$ cat config.mk
export PLATFORM = sky130hd
export DESIGN_NAME = triangular_mask_sequencer
export DESIGN_NICKNAME = d
export VERILOG_FILES = /design/src/rtl/tri_mask_pkg.sv /design/src/rtl/triangular_mask_sequencer.sv
export SDC_FILE = /design/constraint.sdc
export NUM_CORES = 1
export LEC_CHECK = 0
export CELL_PAD_IN_SITES_DETAIL_PLACEMENT = 1
export CELL_PAD_IN_SITES_GLOBAL_PLACEMENT = 1
export CORE_AREA = 2 2 49 51
export CTS_CLUSTER_SIZE = 16
export DETAILED_ROUTE_END_ITERATION = 8
export DIE_AREA = 0 0 51 53
export PLACE_DENSITY_LB_ADDON = 0.08
export SLEW_MARGIN = 0
export SYNTH_ARGS = -nofsm -noshare
export SYNTH_HDL_FRONTEND = slang
export SYNTH_SLANG_ARGS = --single-unit
export TNS_END_PERCENT = 10
$ cat constraint.sdc
create_clock -name clk -period 2.4 [get_ports clk]
set_clock_uncertainty 0.2 [all_clocks]
set_input_delay 0.6 -clock clk [delete_from_list [all_inputs] [get_ports clk]]
set_output_delay 0.6 -clock clk [all_outputs]
set_load 0.005 [all_outputs]
$ cat src/rtl/tri_mask_pkg.sv
// Shared types and helpers for the triangular mask sequencer.
// The op encoding gives the fill direction in bit 0 and the drain flag in bit 1.
package tri_mask_pkg;

  typedef enum logic [1:0] {
    FILL_L         = 2'b00,
    FILL_R         = 2'b01,
    FILL_L_DRAIN_R = 2'b10,
    FILL_R_DRAIN_L = 2'b11
  } op_e;

  typedef enum logic [2:0] {
    IDLE    = 3'd0,
    CLEAR   = 3'd1,
    FIRST   = 3'd2,
    PRESENT = 3'd3,
    DONE    = 3'd4
  } state_e;

  function automatic logic is_drain_op(input op_e op);
    return (op == FILL_L_DRAIN_R) || (op == FILL_R_DRAIN_L);
  endfunction

  // The fill phase shifts right when ones enter from the MSB side.
  function automatic logic fill_dir_right(input op_e op);
    return (op == FILL_R) || (op == FILL_R_DRAIN_L);
  endfunction

endpackage

$ cat src/rtl/triangular_mask_sequencer.sv
// Control FSM driving a bidirectional mask shift register through fill
// (and optional drain) thermometer sequences, one step per handshake.
module triangular_mask_sequencer
  import tri_mask_pkg::*;
#(
  parameter int N     = 5,
  parameter int IDX_W = $clog2(2*N-1)
) (
  input  logic             clk,
  input  logic             rst_n,
  input  logic             start,
  input  logic [1:0]       op,
  input  logic             abort,
  output logic             busy,
  output logic             done,
  output logic             step_valid,
  input  logic             step_ready,
  output logic [IDX_W-1:0] step_idx,
  output logic             step_last,
  output logic             sr_shift_in,
  output logic             sr_direction_right,
  output logic             sr_reset_zero,
  output logic             sr_shift
);

  localparam logic [IDX_W-1:0] LAST_FILL  = IDX_W'(N-1);
  localparam logic [IDX_W-1:0] LAST_DRAIN = IDX_W'(2*N-2);

  state_e           state_q, state_d;
  op_e              op_q, op_d;
  logic [IDX_W-1:0] idx_q, idx_d;

  logic [IDX_W-1:0] last_idx;
  logic             in_present;
  logic             in_first;
  logic             last_step;
  logic             next_is_fill;
  logic             fill_dir;

  always_comb begin
    in_present   = (state_q == PRESENT);
    in_first     = (state_q == FIRST);
    last_idx     = is_drain_op(op_q) ? LAST_DRAIN : LAST_FILL;
    last_step    = in_present && (idx_q == last_idx);
    // The shift issued from PRESENT builds step idx_q+1.
    next_is_fill = (idx_q < LAST_FILL);
    fill_dir     = fill_dir_right(op_q);
  end

  // Status and step outputs come from registered state only.
  assign busy       = (state_q != IDLE);
  assign done       = (state_q == DONE);
  assign step_valid = in_present;
  assign step_idx   = in_present ? idx_q : '0;
  assign step_last  = last_step;

  // Register controls; abort clears the mask and suppresses any shift.
  always_comb begin
    sr_reset_zero      = (state_q == CLEAR) || (abort && (state_q != IDLE));
    sr_shift           = !abort && (in_first || (in_present && step_ready && !last_step));
    sr_shift_in        = in_first || (in_present && next_is_fill);
    sr_direction_right = 1'b0;
    if (in_first) begin
      sr_direction_right = fill_dir;
    end else if (in_present) begin
      sr_direction_right = next_is_fill ? fill_dir : !fill_dir;
    end
  end

  // Next-state decode
  always_comb begin
    state_d = state_q;
    op_d    = op_q;
    idx_d   = idx_q;
    unique case (state_q)
      IDLE: begin
        if (start && !abort) begin
          state_d = CLEAR;
          op_d    = op_e'(op);
          idx_d   = '0;
        end
      end
      CLEAR: begin
        state_d = abort ? IDLE : FIRST;
      end
      FIRST: begin
        if (abort) begin
          state_d = IDLE;
        end else begin
          state_d = PRESENT;
          idx_d   = '0;
        end
      end
      PRESENT: begin
        if (abort) begin
          state_d = IDLE;
        end else if (step_ready) begin
          if (last_step) begin
            state_d = DONE;
          end else begin
            idx_d = idx_q + 1'b1;
          end
        end
      end
      DONE: begin
        state_d = IDLE;
      end
      default: begin
        state_d = IDLE;
      end
    endcase
  end

  // State register
  always_ff @(posedge clk or negedge rst_n) begin
    if (!rst_n) begin
      state_q <= IDLE;
      op_q    <= FILL_L;
      idx_q   <= '0;
    end else begin
      state_q <= state_d;
      op_q    <= op_d;
      idx_q   <= idx_d;
    end
  end

endmodule
==> impl_results.rst, run 1 <==
.. list-table::
   :header-rows: 1

   * - Metric
     - Value
   * - Peak VDD IR
     - 0.2642 mV
   * - Starting density of the core
     - 0.2935
   * - Share of final-layout standard cells stronger than drive strength 1
     - 0.3628
   * - Number of pins exceeding their max-slew limit in the final report
     - 0
   * - Mapped cell area
     - between 600 and 700 sq um
   * - TritonCTS clock tree
     - done
   * - Worst setup slack after layout
     - -21.55 ps
   * - Overall routed net length
     - 1.871 mm
   * - Clock transition at path regs
     - 60 ps
   * - Pin count of the biggest net entering global routing
     - 10
   * - Area share of the largest cell type after synthesis
     - 0.3571
   * - Core area
     - about 2100 sq um
   * - Global-route wire length before repair
     - ~3 mm
   * - Worst slack at placement
     - -270.9 ps
   * - CTS sink count
     - 9
   * - Horizontal extent of the die
     - 51 um
   * - Number of synthesized register bits
     - 9
   * - CTS H-Tree Depth
     - 1
   * - Path type of the worst min-delay path
     - reg -> reg
   * - RePlAce Congestion
     - a little under 0.8
   * - Chip Height
     - around 53 um
   * - Post-route DRC
     - 0
   * - Violated checks
     - negative setup slack
   * - Cell type contributing the most total cell area after synthesis
     - sky130_fd_sc_hd__dfrtp_1
   * - Slack of the worst reg-to-reg path
     - roughly 570 ps
   * - Vias in the first global route
     - ~670
   * - Post-Synthesis Net Count
     - slightly below 80
   * - Fraction of the yosys area taken by sequential cells
     - 0.3571
   * - HPWL reported at the end of detailed placement
     - 1.463 mm
   * - Final hold violation count
     - 0
   * - Insertion delay to the later sink of the worst-skew pair
     - 260 ps
   * - GR Util All Layers
     - 0.1614
   * - Share of the core filled with cells in the final layout
     - 0.4857
   * - Max Root-Sink Buffers
     - 2
   * - Average wire length per cell after detail routing
     - between 10 and 15 um
   * - Initial DRC count
     - 4
   * - Largest stage delay on the critical path
     - 500 ps
   * - Num CTS Buffers
     - 3
   * - Maximum clock frequency
     - 413.0 MHz
   * - Yosys synthesis warning count
     - 0
   * - Category of the worst setup path launch point
     - flop
   * - Synth top area cells
     - sky130_fd_sc_hd__dfrtp_1 36%, sky130_fd_sc_hd__nor2_1 5.4%, sky130_fd_sc_hd__o21ai_0 4.8%, sky130_fd_sc_hd__ha_1 4.0%, sky130_fd_sc_hd__mux2_1 3.6%
   * - Final Instance Area
     - roughly 1000 sq um
   * - Critical path data required time
     - 1600 ps
   * - Power density of the placed cells
     - between 300 and 400 nW/um^2
   * - Port Buffer Count
     - 18
   * - Commonest non-fill, non-tap cell in the layout
     - sky130_fd_sc_hd__buf_4
   * - Antenna cells
     - 0
   * - Critical Path AT
     - roughly 1600 ps
   * - Final worst path period share
     - 1.009
   * - Classification of the worst setup path
     - reg -> out
   * - Cell count after synthesis
     - 70
   * - Area after DPL
     - around 960 sq um
   * - Final number of setup-violating endpoints
     - 1
   * - Post-synthesis average cell area
     - between 9 and 10 sq um
   * - Crit. End Element
     - output port
   * - Setup repair after global routing missed its margin
     - yes
   * - Layout-stage area growth over the synthesis result
     - 65.48%
   * - Initial antenna violation count
     - 0
   * - Die ar.
     - between 2000 and 3000 sq um
   * - Leakage power
     - roughly 0.55 nW
   * - Number of vias after detailed routing
     - around 670
   * - CP Max Fanout
     - 4
   * - Commonest cells after routing, fill and taps aside
     - 22 x sky130_fd_sc_hd__buf_4, 9 x sky130_fd_sc_hd__dfrtp_1, 7 x sky130_fd_sc_hd__nor2_1
   * - Per-cell via count in the routed design
     - about 4.8
   * - FP Rows
     - 17
   * - List of cells traversed by the critical path
     - nand3b_1 > buf_4 > nor2_1 > clkdlybuf4s50_1
   * - Result of the run
     - complete, but fails checks
   * - Length of the first detailed-routing pass in iterations
     - 4
   * - Overflow after GRT
     - 0
   * - CTS root buffer
     - sky130_fd_sc_hd__clkbuf_4
   * - Number of max-capacitance violations reported
     - 0
   * - ANT nets after route
     - 0
   * - Slew at the pin closest to its max-slew limit
     - 434.3 ps
   * - Yosys cell types
     - 33
   * - Shortest period the worst path allows
     - around 2400 ps
   * - Worst relative slew slack
     - 0.7095
   * - Highest-delay cell along the critical path
     - sky130_fd_sc_hd__clkdlybuf4s50_1
   * - Number of top-level pins
     - 19
   * - Number of nets in the finished design
     - around 120
-- kinds of logic after synthesis --
family | after synthesis | synth area share
buffers and inverters | 8 | 0.06150
AO/OA/AOI/OAI | 19 | 0.2242
flip-flops | 9 | 0.3571
adder cells (fa/ha/maj) | 2 | 0.03968
multiplexers | 3 | 0.05357
AND/OR/NAND/NOR | 29 | 0.2639
-- metrics by stage --
step,hold slack [ps],total power [W],instances,TNS [ps]
finish,310.3,0.0004050,141,-21.55
global route,354.3,0.0004370,141,-160.7
CTS,318.7,0.0004060,136,-160.5
detailed placement,304.1,0.0002900,131,-694.0
global placement,296.8,0.0002868,131,-675.8
floorplan,104.4,0.0002303,70,0
-- worst paths after layout --
check,startpoint,cells past startpoint,end
setup / recovery,state_q[2],4,step_idx[0]
hold / removal,op_q[1],1,op_q[1]
setup reg to reg,idx_q[1],8,idx_q[2]
hold reg to reg,op_q[1],1,op_q[1]
max in group asynchronous,rst_n,1,state_q[0]
min in group asynchronous,rst_n,1,idx_q[2]
-- final cells by class --
class / instances / area (sq um)
clock buffer: 4 / 26.28
fill: 257 / 1105
inverter: 6 / 22.52
multi-input combinational: 53 / 387.9
sequential: 9 / 225.2
tap: 28 / 35.03
timing repair buffer: 41 / 346.6
-- flip-flops by register name, indices dropped and copies added (netlist names) --
name,flops
op_q,2
idx_q,4
state_q,3
-- report_power, final --
group          switching, W  total [W]  internal [W]
logic             0.0000516   0.000114     0.0000625
registers        0.00000773   0.000172      0.000165
clock network     0.0000543   0.000118     0.0000642
-- worst max-delay path, delay by kind of cell, from the launching register on --
family	cells	cell delay, ps
buffers and inverters	2	690
DFF	1	370
and+or+nand+nor	2	300
-- synthesized netlist by cell type, drive strengths merged --
| cell type | number |
|---|---|
| and4bb | 1 |
| a31o | 2 |
| nand2 | 6 |
| a41oi | 1 |
| dfrtp | 9 |
| and3b | 1 |
| nor3 | 1 |
| o21a | 1 |
| a221o | 1 |
| inv | 6 |
| a31oi | 1 |
| and2b | 1 |
| o21ba | 2 |
| nor2 | 9 |
| a21oi | 3 |
| nor4 | 1 |
| nand3 | 1 |
| and2 | 2 |
| buf | 2 |
| o21ai | 7 |
| mux2 | 3 |
| ha | 2 |
| and4 | 1 |
| nand4 | 2 |
| nand3b | 1 |
| or3 | 1 |
| o22ai | 1 |
| nor2b | 1 |
-- timing repair --
action,in CTS,in global routing
setup buffers,1,5
gates resized for setup,18,9
hold buffers,0,0
pin swaps,1,3
setup endpoints to repair,10,7
-- per-layer routing --
layer	routed length, um	share of wire	vias up	GRT usage
met1	848	0.45	320	0.1916
li1	-	-	334	-
met2	915	0.49	15	0.2684
met4	32	0.017	0	0.08108
met3	74	0.040	4	0.04237
met5	0	0	-	0
(Power assumes the default switching activity.)
==> inputs of run 2 (changes only) <==
--- a/config.mk
+++ b/config.mk
@@ -5,13 +5,15 @@
 export SDC_FILE = /design/constraint.sdc
 export NUM_CORES = 1
 export LEC_CHECK = 0
+export CAP_MARGIN = 20
 export CELL_PAD_IN_SITES_DETAIL_PLACEMENT = 1
 export CELL_PAD_IN_SITES_GLOBAL_PLACEMENT = 1
-export CORE_AREA = 2 2 49 51
+export CORE_AREA = 2 2 47 49
 export CTS_CLUSTER_SIZE = 16
 export DETAILED_ROUTE_END_ITERATION = 8
-export DIE_AREA = 0 0 51 53
+export DIE_AREA = 0 0 49 51
 export PLACE_DENSITY_LB_ADDON = 0.08
+export SETUP_SLACK_MARGIN = 0.05
 export SLEW_MARGIN = 0
 export SYNTH_ARGS = -nofsm -noshare
 export SYNTH_HDL_FRONTEND = slang
==> run 2 against run 1 <==
The run now ends clean. Cell count down 0.71%. Worst setup slack better by 100 ps. Sequential cell count unchanged. Routed wire length up 0.11%. Sequential share of layout area up 0.37 points. Global-route usage up 1.6 points. Clock power up 5%. Sequential power up 3%. Critical path depth up 3. Die area down 7.5%. Worst hold slack better by 8.8 ps. Total power up 2.0%. Critical path type unchanged. Highest routed layer is now met3.
==> impl_results.rst, run 2 (synthesized netlist as in run 1, its figures left out) <==
.. list-table::
   :header-rows: 1

   * - Metric
     - Value
   * - Crit. End Element
     - output port (unchanged)
   * - Antenna cells
     - 0 (unchanged)
   * - Share of final-layout standard cells stronger than drive strength 1
     - 0.3750 (was 0.3628)
   * - Insertion delay to the later sink of the worst-skew pair
     - 270 ps (was 260 ps)
   * - Critical path's top delay family
     - flip-flops (was buffers and inverters)
   * - Final worst path period share
     - 0.9673 (was 1.009)
   * - Power density of the placed cells
     - 398.4 nW/um^2 (was 388.1 nW/um^2)
   * - Port Buffer Count
     - 18 (unchanged)
   * - Overflow after GRT
     - 0 (unchanged)
   * - Vias in the first global route
     - 697 (was 668)
   * - Number of cells on the critical path
     - 7 (was 4)
   * - Commonest non-fill, non-tap cell in the layout
     - sky130_fd_sc_hd__buf_4 (unchanged)
   * - Die ar.
     - 2499 sq um (was 2703 sq um)
   * - Switching power
     - 0.0001196 W (was 0.0001136 W)
   * - ANT nets after route
     - 0 (unchanged)
   * - Starting density of the core
     - 0.3056 (was 0.2935)
   * - Setup repair after global routing missed its margin
     - yes (unchanged)
   * - Length of the first detailed-routing pass in iterations
     - 2 (was 4)
   * - Combinational power share
     - 0.272 (was 0.282)
   * - Critical Path AT
     - 1520 ps (was 1620 ps)
   * - Number of non-filler instances in the completed layout
     - 140 (was 141)
   * - Biggest regs
     - idx_q (4), state_q (3), op_q (2) (unchanged)
   * - CP Max Fanout
     - 2 (was 4)
   * - Average wire length per cell after detail routing
     - 13.38 um (was 13.27 um)
   * - Max Root-Sink Buffers
     - 2 (unchanged)
   * - Worst hold path stage count
     - 1 (unchanged)
   * - Cell-internal power
     - 0.0002936 W (was 0.0002913 W)
   * - List of cells traversed by the critical path
     - inv_2 > ha_4 > and4bb_4 > a31oi_4 > nand2_1 > a21oi_1 > buf_2 (was nand3b_1 > buf_4 > nor2_1 > clkdlybuf4s50_1)
   * - RePlAce Congestion
     - 0.7498 (was 0.7696)
   * - Highest-delay cell along the critical path
     - sky130_fd_sc_hd__dfrtp_1 (was sky130_fd_sc_hd__clkdlybuf4s50_1)
   * - Largest stage delay on the critical path
     - 370 ps (was 500 ps)
   * - Leakage power
     - 0.5035 nW (was 0.5468 nW)
   * - CTS root buffer
     - sky130_fd_sc_hd__clkbuf_4 (unchanged)
   * - Horizontal extent of the die
     - 49 um (was 51 um)
   * - GR Util All Layers
     - 0.1771 (was 0.1614)
   * - Path type of the worst min-delay path
     - reg -> reg (unchanged)
   * - Critical path buffers and inverters
     - 2 (unchanged)
   * - Core area
     - 2063 sq um (was 2148 sq um)
   * - Maximum clock frequency
     - 430.7 MHz (was 413.0 MHz)
   * - Commonest cells after routing, fill and taps aside
     - 18 x sky130_fd_sc_hd__buf_4, 9 x sky130_fd_sc_hd__dlygate4sd2_1, 7 x sky130_fd_sc_hd__nor2_1, 7 x sky130_fd_sc_hd__dfrtp_1, 6 x sky130_fd_sc_hd__clkdlybuf4s50_1 (was 22 x sky130_fd_sc_hd__buf_4, 9 x sky130_fd_sc_hd__dfrtp_1, 7 x sky130_fd_sc_hd__nor2_1)
   * - Number of max-capacitance violations reported
     - 0 (unchanged)
   * - Register with the highest flop count
     - idx_q (unchanged)
   * - Result of the run
     - complete, no violations (was complete, but fails checks)
   * - Number of nets in the finished design
     - 122 (was 123)
   * - Number of pins exceeding their max-slew limit in the final report
     - 0 (unchanged)
   * - Worst relative slew slack
     - 0.6957 (was 0.7095)
   * - Post-route DRC
     - 0 (unchanged)
   * - Share of the core filled with cells in the final layout
     - 0.5027 (was 0.4857)
   * - Num CTS Buffers
     - 3 (unchanged)
   * - Clock Power Share
     - 0.300 (was 0.293)
   * - Peak VDD IR
     - 0.2579 mV (was 0.2642 mV)
   * - FP Rows
     - 17 (unchanged)
   * - Chip Height
     - 51 um (was 53 um)
   * - TritonCTS clock tree
     - done (unchanged)
   * - Source of the critical timing path
     - idx_q[0] (was state_q[2])
   * - Layout-stage area growth over the synthesis result
     - 64.48% (was 65.48%)
   * - Initial DRC count
     - 2 (was 4)
   * - Initial antenna violation count
     - 0 (unchanged)
   * - Worst Reg-to-Reg Cells
     - 8 (unchanged)
   * - Flip-flop count of the largest register, all copies and words added
     - 4 (unchanged)
   * - CTS H-Tree Depth
     - 1 (unchanged)
   * - Final Instance Area
     - 1037 sq um (was 1044 sq um)
   * - Global-route wire length before repair
     - 3.298 mm (was 3.077 mm)
   * - Critical path data required time
     - 1600 ps (about the same)
   * - HPWL reported at the end of detailed placement
     - 1.402 mm (was 1.463 mm)
   * - Pin count of the biggest net entering global routing
     - 10 (unchanged)
   * - Category of the worst setup path launch point
     - flop (unchanged)
   * - Worst min-delay path startpoint
     - op_q[1] (unchanged)
   * - Reg2reg start
     - idx_q[0] (was idx_q[1])
   * - Sequential share of power
     - 0.428 (was 0.426)
   * - # placed instances
     - 129 (was 131)
   * - Switching share of power
     - 0.2894 (was 0.2806)
   * - Clock transition at path regs
     - 70 ps (was 60 ps)
   * - Overall routed net length
     - 1.873 mm (was 1.871 mm)
   * - Number of top-level pins
     - 19 (unchanged)
   * - Final hold violation count
     - 0 (unchanged)
   * - CTS sink count
     - 9 (unchanged)
   * - Area after DPL
     - 942.2 sq um (was 957.2 sq um)
   * - Slew at the pin closest to its max-slew limit
     - 455.1 ps (was 434.3 ps)
   * - Shortest period the worst path allows
     - 2322 ps (was 2422 ps)
   * - Number of vias after detailed routing
     - 654 (was 673)
   * - Per-cell via count in the routed design
     - 4.671 (was 4.773)
   * - Classification of the worst setup path
     - reg -> out (unchanged)
   * - Final number of setup-violating endpoints
     - 0 (was 1)
run 2: cell count changes in the layout (fill, tap and decap cells not counted), sizes merged:
cell,previous run,this run
dlygate4sd2,6,9
dlymetal6s2s,3,0
buf,24,23
run 2: power by group through the flow:
stage / combinational [W] / sequential (W) / clock, W
6_report: 0.000112 / 0.000177 / 0.000124
5_1_grt: 0.000125 / 0.000180 / 0.000141
4_1_cts: 0.000110 / 0.000177 / 0.000131
3_5_place_dp: 0.000108 / 0.000179 / 0
3_3_place_gp: 0.000106 / 0.000178 / 0
2_1_floorplan: 0.0000575 / 0.000173 / 0
run 2: cell type report:
class	count	area, sq um
Timing Repair Buffer	40	339.1
Sequential cell	9	227.7
Clock buffer	4	26.28
Tap cell	28	35.03
Fill cell	259	1026
Multi-Input combinational cell	53	386.6
Inverter	6	22.52
run 2: path summary, 6_finish.rpt:
path	end	slack, ps
max	sr_shift	80
min	op_q[1]	320
max in group asynchronous	state_q[0]	1220
min in group asynchronous	idx_q[0]	450
max reg2reg	idx_q[2]	500
min reg2reg	op_q[1]	320
run 2: through the flow:
| step | setup WS (ps) | setup TNS (ps) | hold WS (ps) | power [W] |
|---|---|---|---|---|
| 2_1_floorplan | 309.8 | 0 | 104.4 | 0.0002303 |
| 3_3_place_gp | -254.2 | -538.8 | 299.1 | 0.0002836 |
| 3_5_place_dp | -284.0 | -620.1 | 314.4 | 0.0002866 |
| 4_1_cts | -85.53 | -140.0 | 328.8 | 0.0004171 |
| 5_1_grt | -11.39 | -18.57 | 352.6 | 0.0004461 |
| 6_report | 78.42 | 0 | 319.1 | 0.0004132 |
run 2: metal layers:
| metal | up-vias | share of wire | GRT usage |
|---|---|---|---|
| met5 | - | 0 | 0 |
| li1 | 335 | - | - |
| met1 | 307 | 0.47 | 0.2240 |
| met3 | 0 | 0.034 | 0.03216 |
| met4 | 0 | 0 | 0.05714 |
| met2 | 12 | 0.50 | 0.3059 |
run 2: repair_timing:
item | 4_1_cts | 5_1_grt
hold buffers | 0 | 0
endpoints found under the setup margin | 11 | 5
gates resized for setup | 24 | 8
setup buffers | 2 | 5
pin swaps | 3 | 4
==> inputs of run 3 (changes only) <==
--- a/config.mk
+++ b/config.mk
@@ -9,6 +9,7 @@
 export CELL_PAD_IN_SITES_DETAIL_PLACEMENT = 1
 export CELL_PAD_IN_SITES_GLOBAL_PLACEMENT = 1
 export CORE_AREA = 2 2 47 49
+export CTS_BUF_LIST = sky130_fd_sc_hd__clkbuf_4 sky130_fd_sc_hd__clkbuf_8 sky130_fd_sc_hd__clkbuf_16
 export CTS_CLUSTER_SIZE = 16
 export DETAILED_ROUTE_END_ITERATION = 8
 export DIE_AREA = 0 0 49 51
==> run 3 against run 2 <==
Final area is 3.3% lower. Utilization down 1.6 points. Cell count is 3.6% lower. Sequential power hardly changed. Largest cell class unchanged. Largest power group unchanged.
==> impl_results.rst, run 3 (synthesized netlist as in run 1, its figures left out) <==
.. list-table::
   :header-rows: 1

   * - Metric
     - Value
   * - Clock transition at path regs
     - 70 ps (about the same)
   * - CTS H-Tree Depth
     - 1 (unchanged)
   * - Num CTS Buffers
     - 3 (unchanged)
   * - Critical path data required time
     - 1600 ps (about the same)
   * - Flip-flop count of the largest register, all copies and words added
     - 4 (unchanged)
   * - HPWL reported at the end of detailed placement
     - 1.402 mm (unchanged)
   * - Terminating pin of the worst hold path
     - op_q[1] (unchanged)
   * - Final worst path period share
     - 0.9846 (was 0.9673)
   * - Peak VDD IR
     - 0.3073 mV (was 0.2579 mV)
   * - GR Util All Layers
     - 0.1752 (was 0.1771)
   * - Path type of the worst min-delay path
     - reg -> reg (unchanged)
   * - Category of the worst setup path launch point
     - flop (unchanged)
   * - Slew at the pin closest to its max-slew limit
     - 450.8 ps (was 455.1 ps)
   * - FP Rows
     - 17 (unchanged)
   * - Core area
     - 2063 sq um (unchanged)
   * - Number of fill cells in the layout
     - 257 (was 259)
   * - Shortest period the worst path allows
     - 2363 ps (was 2322 ps)
   * - Length of the first detailed-routing pass in iterations
     - 4 (was 2)
   * - Overall routed net length
     - 1.797 mm (was 1.873 mm)
   * - Classification of the worst setup path
     - reg -> out (unchanged)
   * - Pin count of the biggest net entering global routing
     - 10 (unchanged)
   * - Post-route DRC
     - 0 (unchanged)
   * - Share of final-layout standard cells stronger than drive strength 1
     - 0.3738 (was 0.3750)
   * - Worst relative slew slack
     - 0.6985 (was 0.6957)
   * - Number of vias after detailed routing
     - 647 (was 654)
   * - Endpoint of the worst register-to-register path
     - idx_q[1] (was idx_q[2])
   * - Number of nets in the finished design
     - 117 (was 122)
   * - Chip Height
     - 51 um (unchanged)
   * - Initial DRC count
     - 6 (was 2)
   * - Number of top-level pins
     - 19 (unchanged)
   * - Horizontal extent of the die
     - 49 um (unchanged)
   * - Crit. End Element
     - output port (unchanged)
   * - Biggest regs
     - idx_q (4), state_q (3), op_q (2) (unchanged)
   * - Power density of the placed cells
     - 419.1 nW/um^2 (was 398.4 nW/um^2)
   * - Number of pins exceeding their max-slew limit in the final report
     - 0 (unchanged)
   * - ANT nets after route
     - 0 (unchanged)
   * - CTS sink count
     - 9 (unchanged)
   * - Critical Path AT
     - 1560 ps (was 1520 ps)
   * - Final number of setup-violating endpoints
     - 0 (unchanged)
   * - Setup repair after global routing missed its margin
     - yes (unchanged)
   * - Number of max-capacitance violations reported
     - 0 (unchanged)
   * - Slack of the worst reg-to-reg path
     - 560 ps (was 500 ps)
   * - Share of the core filled with cells in the final layout
     - 0.4864 (was 0.5027)
   * - Overflow after GRT
     - 0 (unchanged)
   * - Global-route wire length before repair
     - 3.284 mm (was 3.298 mm)
   * - Minimum hold slack
     - 320.8 ps (was 319.1 ps)
   * - Layout-stage area growth over the synthesis result
     - 59.13% (was 64.48%)
   * - Commonest non-fill, non-tap cell in the layout
     - sky130_fd_sc_hd__buf_4 (unchanged)
   * - Leakage power
     - 0.5267 nW (was 0.5035 nW)
   * - Commonest cells after routing, fill and taps aside
     - 15 x sky130_fd_sc_hd__buf_4, 7 x sky130_fd_sc_hd__dfrtp_1, 7 x sky130_fd_sc_hd__dlygate4sd2_1, 6 x sky130_fd_sc_hd__nor2_1 (was 18 x sky130_fd_sc_hd__buf_4, 9 x sky130_fd_sc_hd__dlygate4sd2_1, 7 x sky130_fd_sc_hd__nor2_1, 7 x sky130_fd_sc_hd__dfrtp_1, 6 x sky130_fd_sc_hd__clkdlybuf4s50_1)
   * - Insertion delay to the later sink of the worst-skew pair
     - 270 ps (about the same)
   * - Final hold violation count
     - 0 (unchanged)
   * - Antenna cells
     - 0 (unchanged)
   * - Max Root-Sink Buffers
     - 2 (unchanged)
   * - TritonCTS clock tree
     - done (unchanged)
   * - Average wire length per cell after detail routing
     - 13.31 um (was 13.38 um)
   * - Register with the highest flop count
     - idx_q (unchanged)
   * - Die ar.
     - 2499 sq um (unchanged)
   * - Initial antenna violation count
     - 0 (unchanged)
   * - Reg2reg start
     - idx_q[0] (unchanged)
   * - Maximum clock frequency
     - 423.2 MHz (was 430.7 MHz)
   * - Result of the run
     - complete, no violations (unchanged)
   * - CTS root buffer
     - sky130_fd_sc_hd__clkbuf_4 (unchanged)
   * - Starting density of the core
     - 0.3056 (unchanged)
   * - Vias in the first global route
     - 702 (was 697)
   * - Per-cell via count in the routed design
     - 4.793 (was 4.671)
   * - Worst min-delay path startpoint
     - op_q[1] (unchanged)
   * - Port Buffer Count
     - 18 (unchanged)
   * - Worst hold path stage count
     - 1 (unchanged)
   * - CP Max Fanout
     - 3 (was 2)
   * - RePlAce Congestion
     - 0.7498 (unchanged)
   * - Worst Reg-to-Reg Cells
     - 7 (was 8)
run 3: timing repair:
item,CTS,global route
resized for setup,21,13
buffers inserted,1,1
pin swaps,3,2
setup endpoints to repair,11,6
hold buffers,0,0
run 3: per-layer routing:
| metal | GRT usage | routed length, um | up-vias |
|---|---|---|---|
| met5 | 0 | 0 | - |
| met4 | 0.05714 | 12 | 0 |
| met3 | 0.03216 | 57 | 2 |
| met2 | 0.2968 | 891 | 12 |
| met1 | 0.2259 | 835 | 310 |
| li1 | - | - | 323 |
run 3: layout make-up:
cell class                 count  area, sq um  area share
multi-input combinational     53        389.1      0.3878
tap                           28        35.03     0.03491
timing repair buffer          35        299.0      0.2980
clock buffer                   4        30.03     0.02993
sequential                     9        227.7      0.2269
inverter                       6        22.52     0.02244
run 3: where the power goes:
part	internal [W]	leakage [nW]	switching [W]
clock	0.0000755	0.0184	0.0000616
sequential	0.000165	0.117	0.0000111
combinational	0.0000601	0.392	0.0000470
run 3: worst max-delay path by stage:
stage                     from            end  slack (ps)  cells after the start
floorplan             idx_q[0]       sr_shift         310                      6
global placement         abort       sr_shift        -250                      5
detailed placement       abort       sr_shift        -280                      5
CTS                 state_q[2]  sr_reset_zero         -90                      4
global route          idx_q[1]       sr_shift         -50                      7
finish                idx_q[0]       sr_shift          40                      7
run 3: worst max-delay path: stages, from the launching register on:
cell and delay [ps]:
sky130_fd_sc_hd__dfrtp_1 370, sky130_fd_sc_hd__inv_2 60, sky130_fd_sc_hd__ha_4 170, sky130_fd_sc_hd__and4bb_4 210, sky130_fd_sc_hd__a31oi_4 160, sky130_fd_sc_hd__nand2_1 70
sky130_fd_sc_hd__a21oi_1 130, sky130_fd_sc_hd__buf_2 120
run 3: stage by stage:
step / setup slack (ps) / power (W) / cells / TNS, ps / instance area (sq um)
after floorplan: 309.8 / 0.0002303 / 70 / 0 / 630.6
after global placement: -254.2 / 0.0002836 / 129 / -538.8 / 942.2
after detailed placement: -284.0 / 0.0002866 / 129 / -620.1 / 942.2
after CTS: -92.26 / 0.0004294 / 134 / -244.7 / 994.7
after global routing: -45.03 / 0.0004476 / 135 / -45.93 / 1003
final: 36.89 / 0.0004206 / 135 / 0 / 1003
